## src/rtl/vram_arbiter.sv

```systemverilog
// vram_arbiter: shares one single-port 16-bit video RAM between pixel fetches
// and buffered CPU writes. Video reads always win a RAM cycle. CPU writes to
// 0x9000-0xBFFF are queued in a small FIFO and retired in otherwise idle cycles.
//
// state | meaning
// ------+-----------------------------------------------------------------
// IDLE  | no RAM access this cycle; ram_addr/ram_wdata hold
// VRD   | video read cycle, ram_addr = sampled vid_addr
// WR    | FIFO head written to RAM (ram_we=1); head popped entering WR
module vram_arbiter #(
   parameter int DEPTH = 4,
   parameter int AW    = 14
) (
   input  logic          clk_sys,
   input  logic          reset,
   input  logic          vid_req,
   input  logic [AW-1:0] vid_addr,
   output logic [15:0]   vid_data,
   output logic          vid_valid,
   input  logic [15:0]   cpu_addr,
   input  logic [7:0]    cpu_din,
   input  logic [7:0]    cpu_color,
   input  logic          cpu_we,
   output logic          wr_full,
   output logic          wr_ovf,
   output logic [AW-1:0] ram_addr,
   output logic [15:0]   ram_wdata,
   output logic          ram_we,
   input  logic [15:0]   ram_rdata
);

   localparam int PW = $clog2(DEPTH);
   localparam logic [PW:0] DEPTH_C = (PW+1)'(DEPTH);

   typedef enum logic [1:0] {ST_IDLE, ST_VRD, ST_WR} state_t;

   state_t state, state_nxt;

   logic [AW+15:0] fifo_mem [DEPTH];
   logic [PW-1:0]  wr_ptr, rd_ptr;
   logic [PW:0]    count, count_nxt;
   logic           fifo_empty;
   logic           win_hit, push, pop;
   logic [13:0]    win_addr;
   logic [AW+15:0] head;
   logic           rd_pend;

   // 0x9000 maps to RAM 0x0000; subtraction wraps modulo 2^14
   assign win_hit  = cpu_we & cpu_addr[15] & ~cpu_addr[14] & (cpu_addr[13] | cpu_addr[12]);
   assign win_addr = cpu_addr[13:0] - 14'h1000;

   assign fifo_empty = (count == '0);
   assign head       = fifo_mem[rd_ptr];
   assign pop        = (state_nxt == ST_WR);
   // a full FIFO still accepts a write when the head leaves in the same cycle
   assign push       = win_hit & ((count != DEPTH_C) | pop);

   // next RAM cycle: video first, then pending writes
   always_comb begin
      state_nxt = ST_IDLE;
      if (vid_req)
         state_nxt = ST_VRD;
      else if (!fifo_empty)
         state_nxt = ST_WR;
   end

   // FIFO occupancy after this cycle's push/pop
   always_comb begin
      count_nxt = count;
      case ({push, pop})
         2'b10:   count_nxt = count + 1'b1;
         2'b01:   count_nxt = count - 1'b1;
         default: count_nxt = count;
      endcase
   end

   // RAM-cycle state register
   always_ff @(posedge clk_sys or posedge reset) begin
      if (reset)
         state <= ST_IDLE;
      else
         state <= state_nxt;
   end

   // FIFO storage; contents are don't-care until pushed
   always_ff @(posedge clk_sys) begin
      if (push)
         fifo_mem[wr_ptr] <= {AW'(win_addr), cpu_color, cpu_din};
   end

   // FIFO pointers, count and status flags
   always_ff @(posedge clk_sys or posedge reset) begin
      if (reset) begin
         wr_ptr  <= '0;
         rd_ptr  <= '0;
         count   <= '0;
         wr_full <= 1'b0;
         wr_ovf  <= 1'b0;
      end else begin
         if (push)
            wr_ptr <= wr_ptr + 1'b1;
         if (pop)
            rd_ptr <= rd_ptr + 1'b1;
         count   <= count_nxt;
         wr_full <= (count_nxt == DEPTH_C);
         if (win_hit & ~push)
            wr_ovf <= 1'b1;
      end
   end

   // registered RAM controls for the upcoming cycle
   always_ff @(posedge clk_sys or posedge reset) begin
      if (reset) begin
         ram_addr  <= '0;
         ram_wdata <= '0;
         ram_we    <= 1'b0;
      end else begin
         case (state_nxt)
            ST_VRD: begin
               ram_addr <= vid_addr;
               ram_we   <= 1'b0;
            end
            ST_WR: begin
               ram_addr  <= head[AW+15:16];
               ram_wdata <= head[15:0];
               ram_we    <= 1'b1;
            end
            default: ram_we <= 1'b0;
         endcase
      end
   end

   // read data arrives the cycle after VRD; capture it one cycle later
   always_ff @(posedge clk_sys or posedge reset) begin
      if (reset) begin
         rd_pend   <= 1'b0;
         vid_valid <= 1'b0;
         vid_data  <= '0;
      end else begin
         rd_pend   <= (state == ST_VRD);
         vid_valid <= rd_pend;
         if (rd_pend)
            vid_data <= ram_rdata;
      end
   end

endmodule

```

## config.mk

```make
export PLATFORM = sky130hd
export DESIGN_NAME = vram_arbiter
export DESIGN_NICKNAME = d
export VERILOG_FILES = /design/src/rtl/vram_arbiter.sv
export SDC_FILE = /design/constraint.sdc
export NUM_CORES = 1
export LEC_CHECK = 0
export ABC_AREA = 1
export CELL_PAD_IN_SITES_DETAIL_PLACEMENT = 1
export CELL_PAD_IN_SITES_GLOBAL_PLACEMENT = 2
export CORE_MARGIN = 5
export CORE_UTILIZATION = 35
export DETAILED_ROUTE_END_ITERATION = 16
export PLACE_DENSITY_LB_ADDON = 0.1
export SYNTH_ARGS = -nofsm -noshare
export SYNTH_HDL_FRONTEND = slang
export SYNTH_SLANG_ARGS = --single-unit
```

## constraint.sdc

```tcl
create_clock -name clk_sys -period 3.15 [get_ports clk_sys]
set_clock_uncertainty 0.15 [all_clocks]
set_input_delay 0.4725 -clock clk_sys [delete_from_list [all_inputs] [get_ports clk_sys]]
set_output_delay 0.4725 -clock clk_sys [all_outputs]
set_load 0.005 [all_outputs]
```

# == Word-level counts from Yosys, hierarchy flattened ==
# Memory sizes are Yosys's and may differ from the RTL's.
# Cells that the tools add are included.
# word_totals
reg_bits,60
ramBits,120
in_bits,66
output_inout_bits,50
word_cells,43
n_memories,1
# op_classes
add_sub_neg,5
n_eq_ne,7
n_mux,7
bitwise_logic,9
reduce_logical,2
# mem_list
memory,words,width,read_ports,rd_ports_with_merged_regs,write_ports,line,rtl
fifo_mem,4,30,1,0,1,39,logic [AW+15:0] fifo_mem [DEPTH];
# op_table
operator,count
$pmux W14 S2,1
$sub A14 B13 Y14 const B,1
$eq A2 B1 Y1 const B,3
$pmux W3 S2,1
$and A1 B1 Y1,5
$add A2 B1 Y2 const B,2
$eq A2 B2 Y1 const B,2
$mux W2,2
$add A3 B1 Y3 const B,1
$eq A3 B3 Y1 const B,1
$logic_not A3 Y1,1
$mux W1,3
$ne A3 B3 Y1 const B,1
$sub A3 B1 Y3 const B,1
$not A1 Y1,2
$or A1 B1 Y1,2
$reduce_bool A2 Y1,1

# == Depth between registers and ports, before layout ==
# logic_depth
depth_word,9
depth_mapped,13
mapped_depth_nobuf,13

# == Least setup slack after synthesis ==
# No wires, ideal clock.
# synth_path
path_kind,input to register
start,input cpu_addr[12]
end,"memory fifo_mem[0][0] (netlist name), enable pin"
setup_ns,0.417
arrival_time_ns,2.439
slack_ns,0.144
stages,7
n_path_buf,0
path_cell_list,inv_1 ha_1 inv_1 nand2_1 nor2_1 nand2_2 nor2_1
# synth_via
elab_chain_cells,5
# synth_rtl
element,line,rtl
"start, declared",20,"input logic [15:0] cpu_addr,"
$or A1 B1 Y1,49,assign win_hit = cpu_we & cpu_addr[15] & ~cpu_addr[14] & (cpu_addr[13] | cpu_addr[12]);
$and A1 B1 Y1,49,
$and A1 B1 Y1,56,assign push = win_hit & ((count != DEPTH_C) | pop);
$mux W1,87,if (push)
$mux W1 (implied by the code),88,"fifo_mem[wr_ptr] <= {AW'(win_addr), cpu_color, cpu_din};"
"end, declared",39,
# Every way passes these cells.

# == Final worst setup path ==
# layout_path
start,input cpu_addr[12]
end,"memory fifo_mem[0][12] (netlist name), enable pin"
# Same word-level chain as after synthesis.

==> results.ini <==
[outcome]
outcome = complete, no violations

[critical_path]
path_cells = clkdlybuf4s50_1, inv_1, ha_1, inv_1, nand2_1, nor2_1, nand2_2, nor2_4, buf_4
worstPathMaxFanout = 16
critPathBufInv = 4
cp.required_ns = 3.10
cp_common_cell = inv_1
cp.arrival_ns = 2.35
max_stage_delay_ns = 0.46
r2r_setup_slack_ns = 1.10
crit_type = primary input to flop
cp-start-kind = primary input
cp_top_family = buffers and inverters
cp-end-kind = flop
crit_slowest_cell = clkdlybuf4s50_1

[grt]
met2_usage_pct = 25.5
grt_max_degree = 62
grt_pass1_wl_mm = 26.4
top_usage_layer = met2
antenna_found_initial = 0
met3_usage_pct = 3.98
grtUsageTotal_pct = 15.2
gr-total-overflow = 0
grt_pass1_vias = 4884
grtUsageMet1_pct = 19.1

[floorplanning]
die_height_um = 151
die-area_um2 = 22800
die_w_um = 151
ioPinCount = 116
start_util_pct = 35.6
num_rows = 51
coreArea_um2 = 19500

[layout]
final_cell_mix = edfxtp_1, nor2_1, clkdlybuf4s50_1
fin_util_pct = 46.1
antenna_cells = 0
syn_to_final_growth_pct = 29.5
fin_nets = 746
drive_gt1_share_pct = 11.4
fillers = 2043
layout_commonest_cell = edfxtp_1

[sta]
rsz0062_at_grt = no
worst_pin_slew_ns = 1.00
fmax_mhz = 416
drv_slew = 0
setup-violations-final = 0
final.setup.tns_ns = 0
hold_viol_final = 0
fin_crit_sh_pct = 76.2
relSlewSlack_pct = 33.0
fin_crit_ns = 2.40

[routing]
drcViolationCount = 0
wirelength_mm = 16.7
drt-initial-drc-count = 169
avgViaCountPerCell = 4.72
num_vias = 4489
drt-wirelength-per-cell_um = 17.5
drt_pass1_iterations = 4
ant_nets = 0

[clocking]
cts_buffers = 17
ctsHtreeMaxLevel = 4
cts_root_buf = clkbuf_16
cts.sinks = 180
cts_tree = done
path_clk_slew_ns = 0.07
cts_resized = 0
ctsLongestPathBuffers = 2
insertion_delay_ns = 0.42
holdBufCountCts = 0
post_cts_buffers = 0

[power]
swShare_pct = 31.6
power.density_nw_per_um2 = 807
seq_power_share_pct = 42.4
p_int_mw = 4.97
power_leakage_nw = 3.32
worst_ir_drop_vdd_mv = 0.523
p_total_mw = 7.27
clock_power_share_pct = 27.5
p_comb_share_pct = 30.0
switchingPower_mw = 2.30

[yosys]
ys_ff_latch = 180
yosysTopAreaCell = edfxtp_1
yosysWarnings = 0
synth.top_cell.area_share_pct = 51.8
synth-seq-area-share_pct = 73.4
synth.distinct_cells = 26
synthTopCellsByArea = edfxtp_1, dfrtp_1, nor2_1
synthCells = 554
postSynthNetCount = 626
avgSynthCellArea_um2 = 12.6
netlist_area_um2 = 6950

[place]
gp_congestion = 0.769
place_hpwl_mm = 10.9
io_buffers = 115

[flow_run]
cap_viol_max_count = 0

[hold_path]
hold_class = primary input to asynchronous set/reset pin

## area by class of cell
cell class	count	area [um2]	share of cell area [%]
repair buffers	130	1280	14.2
inverters	25	93.8	1.04
well taps	265	332	3.68
multi-input cells	320	1640	18.2
clock buffers	17	425	4.72
flip-flops and latches	180	5110	56.7
clock inverters	15	131	1.46
## worst reg2reg max path, delay by kind of cell, from the launching register on
kind / cells / cell delay [ns]
buffers and inverters: 2 / 0.09
adder cells (fa/ha/maj): 1 / 0.41
XOR/XNOR: 1 / 0.18
AND/OR/NAND/NOR: 7 / 0.68
flip-flops: 1 / 0.46
## registers in the layout, indices dropped and copies added (netlist names)
signal / count
fifo_mem: 120
ram_wdata: 16
wr_full: 1
vid_data: 16
state: 2
vid_valid: 1
ram_we: 1
wr_ptr: 2
rd_ptr: 2
rd_pend: 1
ram_addr: 14
wr_ovf: 1
count: 3
## path summary, 6_finish.rpt
path	depth (start not counted)	startpoint	endpoint
worst min-delay path	2	reset	vid_data[3]$_DFFE_PP0P_
worst min register to register	1	state[1]$_DFF_PP0_	rd_pend$_DFF_PP0_
worst max-delay path	9	cpu_addr[12]	fifo_mem[0][12]$_DFFE_PP_
worst max register to register	11	count[2]$_DFF_PP0_	wr_full$_DFF_PP0_
min in group clk_sys	1	state[1]$_DFF_PP0_	rd_pend$_DFF_PP0_
max in group asynchronous	3	reset	rd_ptr[0]$_DFFE_PP0N_
## kinds of logic after synthesis
group                      share of synthesized area [%]
muxes                                               2.59
xor gates and xnor gates                           0.378
buffers and inverters                               3.42
and+or+nand+nor                                     11.8
adders and majority gates                           1.19
AOI/OAI and AO/OA                                   7.20
DFF                                                 73.4
## power groups by stage
stage | registers (mW) | clock network (mW) | logic, mW
global route | 3.13 | 2.16 | 2.45
CTS | 3.09 | 2.06 | 2.24
finish | 3.08 | 2.00 | 2.18
floorplan | 3.13 | 0 | 1.19
global placement | 3.12 | 0 | 2.19
detailed placement | 3.14 | 0 | 2.23
## per-stage QoR
stage / cells / instance area [um2] / setup slack, ns / hold slack [ns]
2_1_floorplan: 554 / 6950 / 0.144 / 0.199
3_5_place_dp: 920 / 8450 / 0.309 / 0.253
4_1_cts: 952 / 9000 / 0.759 / 0.135
3_3_place_gp: 920 / 8450 / 0.379 / 0.229
5_1_grt: 952 / 9000 / 0.664 / 0.160
6_report: 952 / 9000 / 0.749 / 0.157
## routing by layer
metal / wire length (um) / up-vias
met1: 7400 / 2212
met2: 8300 / 94
met5: 0 / -
met3: 712 / 18
li1: - / 2165
met4: 249 / 0
## cell usage after synthesis
cell        n
nor2_4      1
nand2_2     3
nand3_2     1
xor2_1      3
fa_1        1
inv_2       4
nand2_4     1
mux2_2     16
edfxtp_1  120
nor2_2      1
o21ai_1     2
a21oi_1     1
nor2_1    120
dfrtp_1    60
ha_1        5
clkbuf_1   13
buf_2      13
buf_4       1
nand2_1    54
buf_6       2
o21bai_1    1
nand3_1    22
o22ai_1    14
a31oi_1    16
o21ai_0    58
inv_1      21
Power figures use the tool's default switching activity.
==> patch: new RTL, config.mk and constraints unchanged <==
Encoding of `state_t`: now one-hot (3 bits for 3 states).
--- a/src/rtl/vram_arbiter.sv
+++ b/src/rtl/vram_arbiter.sv
@@ -33,5 +33,5 @@
    localparam logic [PW:0] DEPTH_C = (PW+1)'(DEPTH);
 
-   typedef enum logic [1:0] {ST_IDLE, ST_VRD, ST_WR} state_t;
+   typedef enum logic [2:0] {ST_IDLE = 3'b001, ST_VRD = 3'b010, ST_WR = 3'b100} state_t;
 
    state_t state, state_nxt;
Check against the original RTL: no difference found for any inputs over 10 cycles, from zero or initial values and one cycle with reset high; not proved beyond that.
==> patch against the unedited design <==
- wire length is 0.32% higher
- sequential cell count rose by 1
- sequential power is 1% higher
- design area up 0.56%
- largest cell class unchanged
- area after synthesis rose by 0.36%
- total power increased by 1.7%
- sequential share of layout area hardly changed
- worst setup slack gained 0.038 ns
- highest routed layer unchanged
==> patch: results (changes against the unedited design) <==
via count 4552 (+1.4%); HP Class reg -> reg; CP top delay family buffers and inverters; pre-CTS WS 0.289 ns (-0.0208 ns); Unique masters post-synth 28 (+7.7%); routed len/inst 17.6 um (+0.32%); status completed; main flop type after synthesis edfxtp_1; Worst VDD drop 415 uV (-21%); Placed Area 8490 sq um (+0.52%); drt first pass iters 5 (+1); sequential area share after synthesis 0.735 (+0.00113); CP max FO 20 (+4); Clk Latency, worst-skew pair 0.42 ns (about the same); GPL Wtd Cong 0.744 (-3.3%); HPWL Detailed 10900 um (+0.29%); worst slew pin tran 0.651 ns (-0.353 ns); All-Layer GR Usage 0.153 (+0.000401); fin nets 746 (unchanged); Synth top cells by count edfxtp_1, nor2_1, dfrtp_1, o21ai_0, nand2_1; top post-synthesis cells by area edfxtp_1, dfrtp_1, nor2_1, o21ai_0, nand2_1; ys async rst share 0.337 (+0.00368); vias per cell 4.78 (+1.4%); fill count 2065 (+1.1%); Num CTS Buffers 17 (unchanged); number of synthesized flops with an enable pin 120 (unchanged); worst path arrival time 2.31 ns (-0.04 ns); clock-pin slew on the worst setup and hold paths approximately 0.060 ns; switching fraction of total power 0.311 (-0.00560); Leakage 3.35 nW (+0.67%); largest net degree at the start of global routing 62 (unchanged); Iter 0 DRT Violations 161 (-4.7%); fraction of layout cells with a size suffix above 1 0.109 (-0.00437); vias in the first global route 4890 (+0.12%); first-pass GRT wire length 26700 um (+1.2%)
==> patch: worst paths after layout <==
path                       slack [ns]              end         start  cells past startpoint
max                              0.79  fifo_mem[3][24]  cpu_addr[12]                      9
min reg2reg                      0.25          rd_pend      state[2]                      1
min                              0.25          rd_pend      state[2]                      1
min in group asynchronous        0.30     vid_data[11]         reset                      3
max in group asynchronous        2.23         state[0]         reset                      3
max reg2reg                      1.12          wr_full      count[2]                     11
==> patch: power by group through the flow <==
stage               combinational [mW]  sequential, mW  clock, mW
floorplan                         1.20            3.16          0
CTS                               2.33            3.13       2.07
detailed placement                2.31            3.17          0
finish                            2.25            3.12       2.01
global placement                  2.26            3.15          0
global route                      2.53            3.16       2.19
==> patch: cells by family after synthesis <==
family,share of synthesized area
adders and majority gates,0.0118
xor gates and xnor gates,0.00377
AOI/OAI and AO/OA,0.0717
muxes,0.0258
and+or+nand+nor,0.117
DFF,0.735
buffers and inverters,0.0344
==> patch: layout make-up <==
| class | count | area [sq um] | area share |
|---|---|---|---|
| clock inverter | 10 | 98.8 | 0.0109 |
| clock buffer | 22 | 464 | 0.0513 |
| multi-input combinational | 320 | 1640 | 0.181 |
| timing repair buffer | 130 | 1300 | 0.144 |
| sequential | 181 | 5130 | 0.567 |
| inverter | 24 | 90.1 | 0.00995 |
| tap | 265 | 332 | 0.0366 |
==> patch: layer usage <==
metal,vias to the layer above,wire [um],share of wire,GRT usage
met5,-,0,0,0
met4,0,165,0.0099,0.0449
met3,14,894,0.053,0.0389
met2,106,8140,0.49,0.257
met1,2271,7520,0.45,0.195
li1,2161,-,-,-
